===== config.mk =====
export PLATFORM = sky130hd
export DESIGN_NAME = sram_rr_arbiter
export DESIGN_NICKNAME = d
export VERILOG_FILES = /design/src/rtl/sram_rr_arbiter_pkg.sv /design/src/rtl/sram_rr_arbiter_rr_arb2.sv /design/src/rtl/sram_rr_arbiter.sv
export SDC_FILE = /design/constraint.sdc
export NUM_CORES = 1
export LEC_CHECK = 0
export ABC_AREA = 1
export ABC_CLOCK_PERIOD_IN_PS = 2400
export BUFFER_PORTS_ARGS = -buffer_cell sky130_fd_sc_hd__buf_2
export CAP_MARGIN = 0
export CELL_PAD_IN_SITES_DETAIL_PLACEMENT = 1
export CELL_PAD_IN_SITES_GLOBAL_PLACEMENT = 2
export CORE_UTILIZATION = 20
export DETAILED_ROUTE_END_ITERATION = 8
export PLACE_DENSITY = 0.91
export SLEW_MARGIN = 20
export SYNTH_ARGS = -nofsm -noshare
export SYNTH_HDL_FRONTEND = slang
export SYNTH_HIERARCHICAL = 1
export SYNTH_SLANG_ARGS = --single-unit
export TNS_END_PERCENT = 30

===== constraint.sdc =====
create_clock -name clk -period 2.4 [get_ports clk]
set_clock_uncertainty 0.15 [all_clocks]
set_input_delay 0.12 -clock clk [delete_from_list [all_inputs] [get_ports clk]]
set_output_delay 0.12 -clock clk [all_outputs]
set_load 0.1 [all_outputs]

===== src/rtl/sram_rr_arbiter_pkg.sv =====
// Shared definitions for the two-requester SRAM arbiter: default geometry,
// read latency of the attached RAM and requester identifiers.
package sram_rr_arbiter_pkg;

   localparam int ADDR_WIDTH_DEF = 8;
   localparam int DATA_WIDTH_DEF = 8;
   localparam int DEPTH_DEF      = 256;

   // Cycles from an accepted read to valid ram_rdata.
   localparam int RD_LATENCY = 1;

   // Requester identifiers, also used as the encoding of prio and rd_owner.
   localparam logic REQ0 = 1'b0;
   localparam logic REQ1 = 1'b1;

   // The requester that is not 'id'.
   function automatic logic other_req(input logic id);
      return ~id;
   endfunction

   // Identifier of the requester named by a one-hot grant vector.
   function automatic logic grant_id(input logic [1:0] grant);
      return grant[1] ? REQ1 : REQ0;
   endfunction

endpackage : sram_rr_arbiter_pkg


===== src/rtl/sram_rr_arbiter_rr_arb2.sv =====
// Two-input round-robin arbiter. The grant is purely combinational from
// the valid inputs and the priority pointer; the pointer moves to the other
// requester whenever a grant is taken.
module rr_arb2
   import sram_rr_arbiter_pkg::*;
(
   input  logic       clk,
   input  logic       reset,
   input  logic [1:0] valid,
   input  logic       accept,
   output logic [1:0] grant
);

   logic prio_q;
   logic prio_d;

   // Grant selection: a lone requester wins, contention goes to prio.
   always_comb begin
      grant = 2'b00;
      if (!reset) begin
         case (valid)
            2'b01:   grant = 2'b01;
            2'b10:   grant = 2'b10;
            2'b11:   grant = (prio_q == REQ1) ? 2'b10 : 2'b01;
            default: grant = 2'b00;
         endcase
      end
   end

   // Next pointer: after an acceptance the other requester gets priority.
   always_comb begin
      prio_d = prio_q;
      if (accept) begin
         prio_d = other_req(grant_id(grant));
      end
   end

   // Pointer register; requester 0 has priority out of reset.
   always_ff @(posedge clk) begin
      if (reset) begin
         prio_q <= REQ0;
      end else begin
         prio_q <= prio_d;
      end
   end

endmodule : rr_arb2


===== src/rtl/sram_rr_arbiter.sv =====
// Shares one single-port synchronous SRAM between two valid/ready
// requesters. Accepted requests are driven straight onto the RAM port in
// the same cycle; read data comes back one cycle later on the owner's
// response strobe. When idle the RAM address/data hold their last values
// and no write is ever issued.
module sram_rr_arbiter
   import sram_rr_arbiter_pkg::*;
#(
   parameter int ADDR_WIDTH = ADDR_WIDTH_DEF,
   parameter int DATA_WIDTH = DATA_WIDTH_DEF,
   parameter int DEPTH      = DEPTH_DEF
) (
   input  logic                  clk,
   input  logic                  reset,

   input  logic                  req0_valid,
   input  logic                  req0_write,
   input  logic [ADDR_WIDTH-1:0] req0_addr,
   input  logic [DATA_WIDTH-1:0] req0_wdata,
   output logic                  req0_ready,
   output logic                  rsp0_valid,
   output logic [DATA_WIDTH-1:0] rsp0_rdata,

   input  logic                  req1_valid,
   input  logic                  req1_write,
   input  logic [ADDR_WIDTH-1:0] req1_addr,
   input  logic [DATA_WIDTH-1:0] req1_wdata,
   output logic                  req1_ready,
   output logic                  rsp1_valid,
   output logic [DATA_WIDTH-1:0] rsp1_rdata,

   output logic                  ram_write,
   output logic [ADDR_WIDTH-1:0] ram_addr,
   output logic [DATA_WIDTH-1:0] ram_wdata,
   input  logic [DATA_WIDTH-1:0] ram_rdata
);

   // DEPTH only documents the RAM size; it has to agree with the address width.
   if (DEPTH != (2 ** ADDR_WIDTH)) begin : g_depth_check
      $error("sram_rr_arbiter: DEPTH must equal 2**ADDR_WIDTH");
   end

   logic [1:0]            valid;
   logic [1:0]            grant;
   logic                  accept;

   logic                  sel_id;
   logic                  sel_write;
   logic [ADDR_WIDTH-1:0] sel_addr;
   logic [DATA_WIDTH-1:0] sel_wdata;

   logic [ADDR_WIDTH-1:0] addr_q;
   logic [ADDR_WIDTH-1:0] addr_d;
   logic [DATA_WIDTH-1:0] wdata_q;
   logic [DATA_WIDTH-1:0] wdata_d;
   logic                  rd_pend_q;
   logic                  rd_pend_d;
   logic                  rd_owner_q;
   logic                  rd_owner_d;

   rr_arb2 u_arb (
      .clk    (clk),
      .reset  (reset),
      .valid  (valid),
      .accept (accept),
      .grant  (grant)
   );

   // Handshake: ready is the grant itself, so it never looks at addr/data.
   always_comb begin
      valid      = {req1_valid, req0_valid};
      accept     = |(valid & grant);
      req0_ready = grant[0];
      req1_ready = grant[1];
   end

   // Request mux: pick the granted requester's command fields.
   always_comb begin
      sel_id    = grant_id(grant);
      sel_write = (sel_id == REQ1) ? req1_write : req0_write;
      sel_addr  = (sel_id == REQ1) ? req1_addr  : req0_addr;
      sel_wdata = (sel_id == REQ1) ? req1_wdata : req0_wdata;
   end

   // Held RAM address/data: capture whatever was last put on the port.
   always_comb begin
      addr_d  = addr_q;
      wdata_d = wdata_q;
      if (accept) begin
         addr_d  = sel_addr;
         wdata_d = sel_wdata;
      end
   end

   // RAM port drive: live command when granted, held values when idle.
   always_comb begin
      ram_write = 1'b0;
      ram_addr  = addr_q;
      ram_wdata = wdata_q;
      if (reset) begin
         ram_addr  = '0;
         ram_wdata = '0;
      end else if (accept) begin
         ram_write = sel_write;
         ram_addr  = sel_addr;
         ram_wdata = sel_wdata;
      end
   end

   // Read tracking: remember that a read went out and who issued it.
   always_comb begin
      rd_pend_d  = accept & ~sel_write;
      rd_owner_d = rd_owner_q;
      if (accept) begin
         rd_owner_d = sel_id;
      end
   end

   // Response strobe for the owner of last cycle's read; squashed in reset.
   always_comb begin
      rsp0_valid = ~reset & rd_pend_q & (rd_owner_q == REQ0);
      rsp1_valid = ~reset & rd_pend_q & (rd_owner_q == REQ1);
      rsp0_rdata = ram_rdata;
      rsp1_rdata = ram_rdata;
   end

   // State registers for the held RAM port values and the read pipeline.
   always_ff @(posedge clk) begin
      if (reset) begin
         addr_q     <= '0;
         wdata_q    <= '0;
         rd_pend_q  <= 1'b0;
         rd_owner_q <= REQ0;
      end else begin
         addr_q     <= addr_d;
         wdata_q    <= wdata_d;
         rd_pend_q  <= rd_pend_d;
         rd_owner_q <= rd_owner_d;
      end
   end

endmodule : sram_rr_arbiter


## Word level (Yosys, flattened, before mapping)

Index checks and enable logic that the tools add are counted.

- Eq/ne operators: 3
- Mux-type cells: 13
- Bitwise gates (word level): 9
- Reductions and logical operators: 1

Operators with widths:

| kind | count |
|---|---|
| two-way mux 8 bit | 6 |
| case mux 2 bit (3 select lines) | 1 |
| bitwise AND 1 bit | 4 |
| equality test 2 bit, second input constant | 2 |
| two-way mux 1 bit | 4 |
| two-way mux 2 bit | 2 |
| NOT 1 bit | 4 |
| bitwise AND 2 bit | 1 |
| equality test 2 x 1 -> 1 bit, second input constant | 1 |
| OR reduction 2 bit | 1 |

- Flip-flop bits (word level): 19
- Bits of input ports: 46
- Output and inout port bits: 37
- Word-level logic and storage cells: 31

## Logic depth before layout (Yosys ltp)

Gate-level depths: netlist of run 1.

- Depth in word-level cells: 7
- Gate-level depth with buffers: 10
- Gate-level depth less buffers: 9

## Hierarchy

The synthesis of run 1 kept the hierarchy.

Modules (own cells, without submodules):

| module | instances | cells each | area each (um^2) | seq. area each (um^2) |
|---|---|---|---|---|
| sram_rr_arbiter | 1 | 155 | 1047.3 | 360.3 |
| rr_arb2 | 1 | 13 | 72.6 | 20.0 |

## Worst setup path after synthesis of run 1

Ideal clock, no wire load.

- Path type: reg-to-reg
- Start: register u_arb.prio_q
- End: register addr_q[0]
- Setup time: 286 ps
- Arrival time: 3905 ps
- Required time: 1964 ps
- Slack: -1941 ps
- Cell stages (with the launch flop): 9
- Buffers on the path: 1
- Cell sequence: dfxtp_1 -> inv_1 -> o21ai_0 -> nor2_1 -> nand2_2 -> nand2_4 -> buf_6 -> nand2_1 -> a21oi_1

- Longest elaborated chain between the ends: 7
- Elaborated cells on any way between the ends: 9

Ends and longest elaborated chain:

| what | line | RTL |
|---|---|---|
| start, declared | sram_rr_arbiter_rr_arb2.sv:14 | `logic prio_q;` |
| start signal, assigned | sram_rr_arbiter_rr_arb2.sv:43 | `prio_q <= prio_d;` |
| two-way mux 2 bit | sram_rr_arbiter_rr_arb2.sv:24 | `2'b11: grant = (prio_q == REQ1) ? 2'b10 : 2'b01;` |
| case mux 2 bit (3 select lines) | sram_rr_arbiter_rr_arb2.sv:21 | `case (valid)` |
| two-way mux 2 bit | sram_rr_arbiter_rr_arb2.sv:20 | `if (!reset) begin` |
| named net req0_ready | sram_rr_arbiter.sv:20 | `output logic req0_ready,` |
| bitwise AND 2 bit | sram_rr_arbiter.sv:72 | `accept = \|(valid & grant);` |
| OR reduction 2 bit | sram_rr_arbiter.sv:72 |  |
| named net accept | sram_rr_arbiter.sv:45 | `logic accept;` |
| two-way mux 8 bit (2 in series) | - |  |
| named net ram_addr[0] | sram_rr_arbiter.sv:33 | `output logic [ADDR_WIDTH-1:0] ram_addr,` |
| end signal, assigned | sram_rr_arbiter.sv:135 | `addr_q <= addr_d;` |
| end, declared | sram_rr_arbiter.sv:52 | `logic [ADDR_WIDTH-1:0] addr_q;` |

The timed path passes the listed nets, and every way through them passes these cells.
A chain may end at the register's enable or synchronous reset.

## Worst setup path after layout of run 1

- Start: register u_arb.prio_q
- End: output port ram_wdata[6]

- Longest elaborated chain between the ends: 7
- Elaborated cells on any way between the ends: 9

Ends and longest elaborated chain:

| what | line | RTL |
|---|---|---|
| two-way mux 2 bit (*) | sram_rr_arbiter_rr_arb2.sv:24 |  |
| case mux 2 bit (3 select lines) (*) | sram_rr_arbiter_rr_arb2.sv:21 |  |
| two-way mux 2 bit (*) | sram_rr_arbiter_rr_arb2.sv:20 |  |
| two-way mux 1 bit / bitwise AND 2 bit (equally long branches) | sram_rr_arbiter_pkg.sv:23, sram_rr_arbiter.sv:72 |  |
| two-way mux 8 bit / OR reduction 2 bit (equally long branches) | sram_rr_arbiter.sv:82, sram_rr_arbiter.sv:72 |  |
| two-way mux 8 bit (*) | - |  |
| two-way mux 8 bit (*) | sram_rr_arbiter.sv:100 | `if (reset) begin` |
| end, declared | sram_rr_arbiter.sv:34 | `output logic [DATA_WIDTH-1:0] ram_wdata,` |

Mark *: on every way between the ends. The rest lies on a longest branch, timed or not.

==> flow_summary.json, run 1 <==
{
  "drive_above_1_share": 0.441,
  "ant_nets": 0,
  "synth_fa_ha_area_frac": 0,
  "drcViolationCount": 0,
  "fin_ws_ns": 0.214,
  "finalSetupTns_ns": 0,
  "whs_ns": 0.0365,
  "antenna_found_initial": 0,
  "total_power_mw": 0.966,
  "syn-mean-instance-area_um2": 6.67,
  "place_ws_ns": 0.372,
  "endpoint_kind": "output pin",
  "grt_pass1_wl_um": 5440,
  "clock_latency_ns": 0.26,
  "leakage_nw": 0.821,
  "fp.dieW_um": 76.8,
  "max_freq_ghz": 0.457,
  "finalNetCount": 258,
  "num_antenna_cells": 0,
  "critical_path_required_ns": 2.13,
  "first_pass_iters": 3,
  "synth_compound_area_frac": 0.0883,
  "syn-instance-count": 168,
  "period_needed_ns": 2.19,
  "cts_max_path_buffers": 2,
  "wl_per_cell_um": 11.3,
  "synth_fp_nets": 214,
  "io_buffers": 58,
  "hold_viol": 0,
  "cp_data_arrival_time_ns": 1.92,
  "row_count": 26,
  "grt.overflow.total": 0,
  "yosys.area_share.simple": 0.371,
  "cts_tree": "done",
  "netlist_area_um2": 1120,
  "core-area_um2": 5240,
  "vias": 1134,
  "drt_iter0_markers": 22,
  "slew_viol_final": 0,
  "slew_headroom": 0.677,
  "io_pins": 83,
  "tightest_slew_ns": 0.488,
  "clk_pin_slew_ns": 0.07,
  "design.die.area_um2": 5900,
  "maxCapViolCount": 0,
  "area_growth_pct": 61.2,
  "ir_worst_vdd_v": 0.000200,
  "root_buffer": "clkbuf_8",
  "fin_crit_sh": 0.911,
  "gp_congestion": 0.713,
  "synth_top_family_by_area": "simple AND/OR/NAND/NOR gates",
  "synth_xor_xnor_area_share": 0,
  "cts-htree-levels": 1,
  "grt_start_max_net_pins": 21,
  "powerDensity_nw_per_um2": 535,
  "grt_pass1_vias": 1178,
  "path_class": "reg2out",
  "die_h_um": 76.8,
  "synth_cell_type_count": 20,
  "vias_per_cell": 4.04,
  "yosysSeqAreaShare": 0.340,
  "synth_seq_cells": 19,
  "drt_wl_total_um": 3170,
  "synth-warning-count": 6,
  "rsz0062_at_grt": "no",
  "setup_viol": 0,
  "synth_mux_area_frac": 0,
  "hpwlAfterDp_um": 2530,
  "outcome": "finished, final reports clean",
  "numClockSinks": 19,
  "cts_made_buffers": 3,
  "hp-class": "in2reg",
  "cp-start-kind": "flop",
  "grt.total_usage": 0.114,
  "postCtsSetupBuffers": 0,
  "initial_utilization": 0.214,
  "cp_max_fo": 20
}
-- per-stage QoR --
stage          instances   util  cell area [um2]
6_report             281  0.345             1810
5_1_grt              281  0.345             1810
4_1_cts              281  0.344             1800
2_1_floorplan        168      -             1280
3_3_place_gp         275  0.332             1740
3_5_place_dp         275  0.332             1740
-- cells in the final DEF (no fill, tap or decap), drive strengths merged, types with 3 or more instances in the layout --
cell / n
nor3: 3
inv: 8
buf: 60
nand3: 6
clkbuf: 3
dfxtp: 19
nand2: 62
nor2: 27
a21oi: 6
o21ai: 13
-- worst max-delay path: stages, from the launching register on --
cell	delay, ns
dfxtp_1	0.33
inv_1	0.05
nand2_1	0.08
and2_4	0.23
nand2_2	0.13
nand2_4	0.21
inv_2	0.16
nor2_1	0.21
nor2_4	0.08
buf_12	0.17
-- final cells by class --
type | count | area (um2)
well taps | 70 | 87.6
clock inverters | 1 | 5.00
inverters | 8 | 35.0
fillers | 644 | 3430
repair buffers | 62 | 581
multi-input cells | 118 | 676
flip-flops and latches | 19 | 380
clock buffers | 3 | 41.3
-- sequential cells by signal, indices dropped and copies added, names as in the netlist --
name	cells
addr_q	8
wdata_q	8
rd_owner_q	1
rd_pend_q	1
u_arb/prio_q	1
-- logic make-up after synthesis --
| group | after synthesis |
|---|---|
| flops | 19 |
| compound gates | 19 |
| simple gates | 99 |
| buf+inv | 31 |
-- synthesized netlist by cell type --
master   number  area share
nor3_1        2      0.0089
a21oi_1       5       0.022
nand2_1      57        0.19
o21ai_0      13       0.058
nand3_1       6       0.027
nor2_2        1      0.0056
nand2_2       3       0.017
buf_4        16        0.11
inv_2         1      0.0033
inv_1         6       0.020
dfxtp_1      19        0.34
nand2_4       2       0.020
inv_6         1      0.0078
buf_8         1       0.013
buf_6         4       0.040
buf_2         2      0.0089
a21oi_2       1      0.0078
nor3_2        1      0.0089
and2_1        1      0.0056
nor2_1       26       0.087
-- per-layer routing --
layer / routed length, um / global-route usage
met1: 1430 / 0.137
met2: 1470 / 0.191
met5: 0 / 0
met4: 42 / 0.0423
met3: 237 / 0.0321
-- worst paths after layout --
| kind | startpoint | endpoint | slack (ns) | depth (start not counted) |
|---|---|---|---|---|
| max reg2reg | u_arb/prio_q | rd_pend_q | 0.36 | 9 |
| min reg2reg | rd_owner_q | rd_owner_q | 0.34 | 2 |
| min | reset | u_arb/prio_q | 0.04 | 5 |
| max | u_arb/prio_q | ram_wdata[6] | 0.21 | 9 |
-- what timing repair did --
item	CTS	global route
resized for setup	0	1
hold buffers	2	0
hold endpoints to repair	1	0
setup endpoints to repair	0	11
-- where the power goes --
group / switching, mW / internal, mW / total [mW] / leakage [nW]
combinational: 0.267 / 0.134 / 0.402 / 0.639
sequential: 0.00518 / 0.336 / 0.341 / 0.156
clock: 0.107 / 0.115 / 0.223 / 0.0255
(Power assumes the default switching activity.)
==> run 2, diff against run 1 <==
--- a/config.mk
+++ b/config.mk
@@ -6,7 +6,7 @@
 export NUM_CORES = 1
 export LEC_CHECK = 0
 export ABC_AREA = 1
-export ABC_CLOCK_PERIOD_IN_PS = 2400
+export ABC_CLOCK_PERIOD_IN_PS = 2770
 export BUFFER_PORTS_ARGS = -buffer_cell sky130_fd_sc_hd__buf_2
 export CAP_MARGIN = 0
 export CELL_PAD_IN_SITES_DETAIL_PLACEMENT = 1
==> constraint.sdc (replaced) <==
create_clock -name clk -period 2.77 [get_ports clk]
set_clock_uncertainty 0.15 [all_clocks]
set_input_delay 0.1385 -clock clk [delete_from_list [all_inputs] [get_ports clk]]
set_output_delay 0.1385 -clock clk [all_outputs]
set_load 0.1 [all_outputs]
==> run 2 against run 1 <==
- die area stayed put
- via count is 0.44% higher
- cell count is 0.36% lower
- total power down 15%
- worst hold slack worse by 0.021 ns
- highest routed layer unchanged
==> flow_summary.json, run 2 (synthesis gave the netlist of run 1 again) <==
{
  "vias_per_cell": 4.07,
  "internal-power_mw": 0.500,
  "cts-htree-levels": 1,
  "leakage_nw": 0.797,
  "grt_pass1_vias": 1178,
  "cp_max_fo": 20,
  "final_cell_mix": "57 x nand2_1, 42 x buf_2, 19 x dfxtp_1, 16 x buf_12",
  "initial_utilization": 0.214,
  "finalSetupTns_ns": 0,
  "core-area_um2": 5240,
  "grt.overflow.total": 0,
  "grt.total_usage": 0.115,
  "gp_congestion": 0.680,
  "final_cell_area_um2": 1710,
  "vias": 1139,
  "io_pins": 83,
  "slew_viol_final": 0,
  "final_common_cell": "nand2_1",
  "grt_pass1_wl_um": 5430,
  "row_count": 26,
  "place_area_um2": 1670,
  "period_needed_ns": 2.50,
  "grt_start_max_net_pins": 21,
  "clock_latency_ns": 0.25,
  "regArea_um2": 380,
  "area_growth_pct": 53.1,
  "dp.cells": 276,
  "whs_ns": 0.0154,
  "maxCapViolCount": 0,
  "tightest_slew_ns": 0.490,
  "drcViolationCount": 0,
  "cts-resized-gates": 0,
  "ir_worst_vdd_v": 0.000154,
  "switching_share": 0.390,
  "die_h_um": 76.8,
  "multiInputGateArea_um2": 613,
  "drt_iter0_markers": 19,
  "rsz0062_at_grt": "no",
  "fin_util": 0.327,
  "hold_viol": 0,
  "antenna_found_initial": 0,
  "cts_tree": "done",
  "finalNetCount": 257,
  "fin_crit_sh": 0.901,
  "root_buffer": "clkbuf_8",
  "fp.dieW_um": 76.8,
  "io_buffers": 58,
  "cts_hold_buffers": 0,
  "num_antenna_cells": 0,
  "fin_cells": 280,
  "p_switching_mw": 0.320,
  "powerDensity_nw_per_um2": 479,
  "max_freq_ghz": 0.401,
  "cp-start-kind": "flop",
  "total_power_mw": 0.820,
  "hpwlAfterDp_um": 2640,
  "cts_made_buffers": 3,
  "wl_per_cell_um": 11.6,
  "fillCellCount": 652,
  "design.die.area_um2": 5900,
  "endpoint_kind": "output pin",
  "hp-class": "in2reg",
  "numClockSinks": 19,
  "drt_wl_total_um": 3240,
  "slew_headroom": 0.675,
  "fin_ws_ns": 0.274,
  "postCtsSetupBuffers": 0,
  "clkPwrFrac": 0.235,
  "cp_data_arrival_time_ns": 2.21,
  "pwr-share-comb": 0.404,
  "outcome": "finished, final reports clean",
  "place_ws_ns": 0.515,
  "setup_viol": 0,
  "first_pass_iters": 4,
  "critical_path_required_ns": 2.48,
  "path_class": "reg2out",
  "ant_nets": 0,
  "clk_pin_slew_ns": 0.07,
  "p_seq_frac": 0.361,
  "drive_above_1_share": 0.438,
  "top_regs": "addr_q x8, wdata_q x8",
  "cts_max_path_buffers": 2
}
## run 2: cell types whose count changed in the layout (fill, tap and decap cells not counted), sizes merged
cell         delta
buf             +1
clkbuf          +1
dlygate4sd3     -2
clkinv          -1
## run 2: power groups by stage
stage | clock (mW) | sequential, mW | combinational, mW
global route | 0.214 | 0.298 | 0.352
detailed placement | 0 | 0.303 | 0.335
CTS | 0.196 | 0.296 | 0.336
finish | 0.193 | 0.296 | 0.331
global placement | 0 | 0.301 | 0.332
floorplan | 0 | 0.301 | 0.333
## run 2: routing by layer
| layer | global-route usage | up-vias | wire length [um] |
|---|---|---|---|
| met3 | 0.0440 | 2 | 300 |
| li1 | - | 588 | - |
| met5 | 0 | - | 0 |
| met4 | 0.0269 | 0 | 13 |
| met2 | 0.197 | 40 | 1570 |
| met1 | 0.134 | 509 | 1350 |
## run 2: path summary, 6_finish.rpt
path                                    from     endpoint  slack (ns)  cells after the start
worst max-delay path            u_arb/prio_q  ram_addr[4]        0.27                      9
worst min-delay path                   reset    rd_pend_q        0.02                      2
worst max register to register  u_arb/prio_q   wdata_q[0]        0.96                      8
worst min register to register    rd_owner_q   rd_owner_q        0.35                      2
## run 2: layout make-up
cell class	count	area share
tap	70	0.0511
inverter	8	0.0204
clock buffer	4	0.0263
timing repair buffer	61	0.323
sequential	19	0.222
multi-input combinational	118	0.358
## run 2: worst max-delay path, cell delays in order, from the launching register on
cell and delay (ns):
dfxtp_1 0.33, inv_1 0.05, o21ai_0 0.30, nor2_4 0.06, nand2_2 0.15, nand2_4 0.16
inv_2 0.24, nor2_1 0.11, nor2_4 0.11, buf_2 0.43
